`config.mk`:
```
export PLATFORM = sky130hd
export DESIGN_NAME = tuple_hash_fifo
export DESIGN_NICKNAME = d
export VERILOG_FILES = /design/src/rtl/tuple_hash_fifo.sv
export SDC_FILE = /design/constraint.sdc
export NUM_CORES = 1
export LEC_CHECK = 0
export CAP_MARGIN = 30
export CORE_AREA = 2 2 325 327
export CTS_CLUSTER_DIAMETER = 80
export CTS_CLUSTER_SIZE = 20
export DETAILED_ROUTE_END_ITERATION = 8
export DIE_AREA = 0 0 327 329
export GPL_TIMING_DRIVEN = 0
export PLACE_DENSITY = 0.45
export SLEW_MARGIN = 25
export SYNTH_ARGS = -nofsm -noshare
export SYNTH_HDL_FRONTEND = slang
export SYNTH_SLANG_ARGS = --single-unit
```
`constraint.sdc`:
```
create_clock -name clk -period 14.82 [get_ports clk]
set_input_delay 2.964 -clock clk [delete_from_list [all_inputs] [get_ports clk]]
set_output_delay 2.964 -clock clk [all_outputs]
set_load 0.1 [all_outputs]
```
`src/rtl/tuple_hash_fifo.sv`:
```
// Fall-through tuple FIFO with two combinational XOR-fold hash indices on the head entry.
// Define TUPLE_HASH_COUNT_EN to expose the registered occupancy on port count.
module tuple_hash_fifo #(
   parameter int INPUT_WIDTH    = 96,
   parameter int OUTPUT_WIDTH   = 19,
   parameter int MAX_DEPTH_BITS = 3
) (
   input  logic                      clk,
   input  logic                      reset,
   input  logic [INPUT_WIDTH-1:0]    din,
   input  logic                      wr_en,
   input  logic                      rd_en,
   output logic [INPUT_WIDTH-1:0]    dout,
   output logic                      full,
   output logic                      nearly_full,
   output logic                      empty,
`ifdef TUPLE_HASH_COUNT_EN
   output logic [MAX_DEPTH_BITS:0]   count,
`endif
   output logic [OUTPUT_WIDTH-1:0]   hash_0,
   output logic [OUTPUT_WIDTH-1:0]   hash_1
);

   localparam int DEPTH    = 2 ** MAX_DEPTH_BITS;
   localparam int DEPTH_M1 = DEPTH - 1;
   localparam int K        = (INPUT_WIDTH + OUTPUT_WIDTH - 1) / OUTPUT_WIDTH;
   localparam logic [MAX_DEPTH_BITS:0]   CNT_FULL = DEPTH[MAX_DEPTH_BITS:0];
   localparam logic [MAX_DEPTH_BITS:0]   CNT_NEAR = DEPTH_M1[MAX_DEPTH_BITS:0];
   localparam logic [MAX_DEPTH_BITS:0]   CNT_ONE  = {{MAX_DEPTH_BITS{1'b0}}, 1'b1};
   localparam logic [MAX_DEPTH_BITS-1:0] PTR_ONE  = {{(MAX_DEPTH_BITS-1){1'b0}}, 1'b1};

   logic [INPUT_WIDTH-1:0]    mem_q [DEPTH];
   logic [MAX_DEPTH_BITS-1:0] wr_ptr_q, wr_ptr_d;
   logic [MAX_DEPTH_BITS-1:0] rd_ptr_q, rd_ptr_d;
   logic [MAX_DEPTH_BITS:0]   count_q, count_d;
   logic                      wr_acc, rd_acc;

   // Flags come straight from the registered count so an async reset clears them at once.
   always_comb begin
      full        = (count_q == CNT_FULL);
      nearly_full = (count_q >= CNT_NEAR);
      empty       = (count_q == '0);
      wr_acc      = wr_en && !full;
      rd_acc      = rd_en && !empty;
      wr_ptr_d    = wr_ptr_q;
      rd_ptr_d    = rd_ptr_q;
      count_d     = count_q;
      if (wr_acc) wr_ptr_d = wr_ptr_q + PTR_ONE;
      if (rd_acc) rd_ptr_d = rd_ptr_q + PTR_ONE;
      case ({wr_acc, rd_acc})
         2'b10:   count_d = count_q + CNT_ONE;
         2'b01:   count_d = count_q - CNT_ONE;
         default: count_d = count_q;
      endcase
   end

   always_ff @(posedge clk or posedge reset) begin
      if (reset) begin
         wr_ptr_q <= '0;
         rd_ptr_q <= '0;
         count_q  <= '0;
      end else begin
         wr_ptr_q <= wr_ptr_d;
         rd_ptr_q <= rd_ptr_d;
         count_q  <= count_d;
      end
   end

   // Storage is deliberately left unreset; dout is masked while empty instead.
   always_ff @(posedge clk) begin
      if (wr_acc) mem_q[wr_ptr_q] <= din;
   end

   always_comb begin
      dout = '0;
      if (!empty) dout = mem_q[rd_ptr_q];
   end

   logic [K*OUTPUT_WIDTH-1:0]   padded;
   logic [OUTPUT_WIDTH-1:0]     slice;
   logic [2*OUTPUT_WIDTH-1:0]   dbl;

   // Rotate-left of slice i is taken as the upper half of {s,s} shifted left by i.
   always_comb begin
      padded                   = '0;
      padded[INPUT_WIDTH-1:0]  = dout;
      slice                    = '0;
      dbl                      = '0;
      hash_0                   = '0;
      hash_1                   = '0;
      for (int i = 0; i < K; i++) begin
         slice  = padded[i*OUTPUT_WIDTH +: OUTPUT_WIDTH];
         dbl    = {slice, slice} << (i % OUTPUT_WIDTH);
         hash_0 = hash_0 ^ slice;
         hash_1 = hash_1 ^ dbl[2*OUTPUT_WIDTH-1:OUTPUT_WIDTH];
      end
   end

`ifdef TUPLE_HASH_COUNT_EN
   assign count = count_q;
`else
   // Occupancy stays internal; it only drives the flags.
`endif

endmodule

```
==> results.md <==
Status:
- The flow ran to the end, and the final reports show no timing, DRC or antenna violations.

Yosys:
- The top-area cell type share of the netlist area is 74.4%.
- The largest total area in the synthesized netlist belongs to sky130_fd_sc_hd__edfxtp_1.
- Synthesis inferred about 800 register bits.
- The post-synthesis compound-gate area fraction is 2.25%.
- The share of synthesized area spent on multiplexers is 14.8%.
- Counting distinct cell types in the post-synthesis netlist gives 35.
- The simple-gate share of the synthesized area is 0.884%.
- By area the synthesized netlist is led by sky130_fd_sc_hd__edfxtp_1 (74%), sky130_fd_sc_hd__mux4_2 (14%), sky130_fd_sc_hd__xnor3_1 (2.8%).
- The number of enable flip-flop cells after synthesis is 768.
- Counting every instance in the synthesized netlist gives 1339.
- In this run the cell area of the synthesized design comes to around 31000 sq um.
- Averaged over all synthesized cells, the footprint is between 20 and 25 sq um.
- The post-synthesis sequential area ratio is 75.2%.
- By area, the combinational part of the netlist is dominated by multiplexers.
- The post-synthesis adder-cell area fraction is 0.202%.
- The net count of the mapped netlist is about 1.4k.
- For this run, the leading register cell type out of synthesis is sky130_fd_sc_hd__edfxtp_1.
- Summing the areas of all xor and xnor instances in the mapped netlist gives between 5 and 6% of the synthesized area.
- After synthesis, the share of flip-flops with an asynchronous set or reset is 1.29%.
- The number of synthesis warnings is 0.

Floorplan:
- In this run the horizontal extent of the chip is 327 microns.
- The overall die area is 108000 sq um.
- From bottom edge to top edge, the die measures 329 microns.
- The effective utilization at floorplan is 29.7%.
- The total area inside the core boundary comes to 104000 sq um.
- The I/O pin count is 237.
- The floorplan has between 100 and 150 rows.

Cells and area:
- The library cells used most frequently in the layout, excluding fill and tap cells, are sky130_fd_sc_hd__edfxtp_1 (768), sky130_fd_sc_hd__clkdlybuf4s50_1 (233), sky130_fd_sc_hd__mux4_2 (192).
- For this run, the share of the core covered by cells in the final layout is 36.2%.
- The area of combinational cells with multiple inputs is 7300 sq um.
- Leaving out fill and tap cells, the most frequent cell in the layout is sky130_fd_sc_hd__edfxtp_1.
- The fill cell total of the finished layout is 9522.
- The number of nets in the final layout is between 1.5k and 2k.
- The area growth from synthesis to layout is 21.9%.
- The register area is roughly 23000 sq um.
- The post-route netlist has 23.3% of its cells at a drive strength greater than 1.

Global route:
- The via count of the first global-routing pass is 15.5k.
- The first global-routing pass estimated 123 mm of wire.
- For this run the aggregate overflow at the end of global routing stands at 0.
- The aggregate global-route resource usage is 16.4%.
- The initial antenna violation count is 16.
- The maximum number of pins on one net before global-route repair is 22.

Clocking:
- The number of sinks driven by the clock tree is 778.
- The H-tree depth reported by CTS is 2.
- Post-CTS repair changed the size of 0 cells.
- The clock latency on the worst-skew pair is approximately 0.60 ns.
- The clock slew seen by the registers of the worst setup and hold paths is 0.08 ns.
- The number of setup buffers added after CTS is 0.
- The cell sitting at the root of the clock tree is a sky130_fd_sc_hd__clkbuf_16.
- The number of hold buffers added after cts is 0.
- The maximum count of clock buffers along a single path is 3.
- Buffers inserted during clock tree synthesis total 46.
- TritonCTS built the clock tree.

Worst setup path:
- STA classifies the critical path startpoint as a flop.
- The startpoint-to-endpoint class of the critical path is flop to primary output.
- At the worst endpoint, the arrival time is 5.39 ns.
- In this run the worst path has a maximum fanout of 10.
- Data on the critical path is required at its endpoint by 11.86 ns.
- The worst setup path is captured at a primary output.

STA:
- The number of slew-limit violations in the final report is 0.
- At the pin with the least slew margin, the transition time is just under 1 ns.
- Setup repair after global routing left no endpoint under its margin.
- The smallest clock period supported by the final layout is computed as 8.36 ns.
- The clock skew after layout is 0.0186 ns.
- The worst slack on hold paths is 0.533 ns.
- The number of failing setup endpoints in the final timing report is 0.
- The max-slew headroom at the worst pin is 33.8%.
- Dividing the final minimum period by the clock period gives around 56%.
- Based on the critical path, the design can be clocked at up to ~120 MHz.
- The hold violation total from the final report is 0.

Placed design:
- Port buffering added 236 buffers.
- Routability-driven placement finished with a final weighted congestion of approximately 0.70.
- The half-perimeter wire length of the detailed placement result is 64.6 mm.

Routing:
- The number of violations reported at the end of detailed-routing iteration 0 is 1251.
- For this run, the detailed router's first-pass iteration total came to 5.
- The detailed-route DRC error count is 0.
- Using the TritonRoute via totals, the vias-per-cell ratio works out to 4.75.
- The wire length reported by the detailed router is 88.3 mm.
- After detailed routing, the average wire length per cell comes to 28.4 microns.
- In this run the remaining antenna-violating nets after routing total 0.
- For this block, the via count after detailed routing is 14.8k.

Min path:
- The path class of the tightest hold or removal check is flop to flop.

Run:
- The tool flagged a number of max-cap violations equal to 0.
sequential cells by signal (all words and copies together), names as in the netlist:
register,cells
wr_ptr_q,3
count_q,4
rd_ptr_q,3
mem_q,768
cells by family (layout without fill, tap and decap cells):
group,Yosys count,count (layout)
XOR/XNOR,124,124
AND/OR/NAND/NOR,56,56
flip-flops,778,778
adder cells (fa/ha/maj),5,5
other,0,1
AO/OA/AOI/OAI,77,77
multiplexers,218,218
buffers and inverters,81,460
worst max-delay path: stages (launching register included):
cell                              delay [ns]
sky130_fd_sc_hd__dfrtp_1                0.48
sky130_fd_sc_hd__or4_4                  0.23
sky130_fd_sc_hd__inv_2                  0.12
sky130_fd_sc_hd__nor2_2                 0.49
sky130_fd_sc_hd__buf_2                  0.47
sky130_fd_sc_hd__buf_1                  0.59
sky130_fd_sc_hd__a22o_1                 0.50
sky130_fd_sc_hd__xnor3_1                0.31
sky130_fd_sc_hd__xnor2_1                0.37
sky130_fd_sc_hd__clkdlybuf4s50_1        1.22
synthesized netlist by cell type (3+ instances only):
master	number
sky130_fd_sc_hd__buf_2	23
sky130_fd_sc_hd__edfxtp_1	768
sky130_fd_sc_hd__nand2_1	11
sky130_fd_sc_hd__ha_1	5
sky130_fd_sc_hd__dfrtp_1	10
sky130_fd_sc_hd__nor3_1	3
sky130_fd_sc_hd__a22o_1	67
sky130_fd_sc_hd__buf_4	11
sky130_fd_sc_hd__buf_6	7
sky130_fd_sc_hd__xnor3_1	38
sky130_fd_sc_hd__clkbuf_1	18
sky130_fd_sc_hd__nor2_1	22
sky130_fd_sc_hd__mux2i_1	24
sky130_fd_sc_hd__xnor2_1	59
sky130_fd_sc_hd__or2_2	9
sky130_fd_sc_hd__buf_1	6
sky130_fd_sc_hd__mux4_2	192
sky130_fd_sc_hd__inv_1	15
sky130_fd_sc_hd__nand2b_1	4
sky130_fd_sc_hd__xor2_1	25
through the flow:
| stage | instance area, sq um | instances | TNS (ns) | worst slack [ns] |
|---|---|---|---|---|
| 6_report | 37800 | 3110 | 0 | 6.46 |
| 5_1_grt | 37800 | 3109 | 0 | 6.26 |
| 4_1_cts | 37800 | 3108 | 0 | 6.33 |
| 3_5_place_dp | 36400 | 3043 | 0 | 7.01 |
| 3_3_place_gp | 35100 | 2966 | -818.15 | -4.30 |
| 2_1_floorplan | 31000 | 1339 | 0 | 4.38 |
final cells by class:
cell class	count	area share, %
inverter	16	0.159
antenna	1	0.00663
multi-input combinational	480	19.3
buffer	65	0.974
sequential	778	61.7
tap	1391	4.61
clock inverter	8	0.152
clock buffer	57	3.33
timing repair buffer	314	9.72
worst paths after layout:
check	cells past startpoint	from	end	slack, ns
max in group asynchronous	2	reset	wr_ptr_q[2]$_DFFE_PP0P_	11.81
setup / recovery	9	count_q[0]$_DFFE_PP0P_	hash_1[7]	6.46
hold reg to reg	1	count_q[3]$_DFFE_PP0P_	count_q[3]$_DFFE_PP0P_	0.53
setup reg to reg	10	count_q[0]$_DFFE_PP0P_	mem_q[0][30]$_DFFE_PP_	11.66
min in group asynchronous	2	reset	rd_ptr_q[2]$_DFFE_PP0P_	2.68
hold / removal	1	count_q[3]$_DFFE_PP0P_	count_q[3]$_DFFE_PP0P_	0.53
layer usage:
| metal | vias to the layer above | wire, microns | track usage [%] |
|---|---|---|---|
| met5 | - | 95 | 0 |
| met4 | 16 | 1210 | 2.74 |
| met3 | 80 | 4470 | 3.12 |
| met2 | 335 | 42900 | 27.2 |
| met1 | 8061 | 39600 | 22.8 |
| li1 | 6295 | - | - |
Power is not shown: default switching activity piles up to over one toggle a cycle in this logic, so the estimate is an artifact.
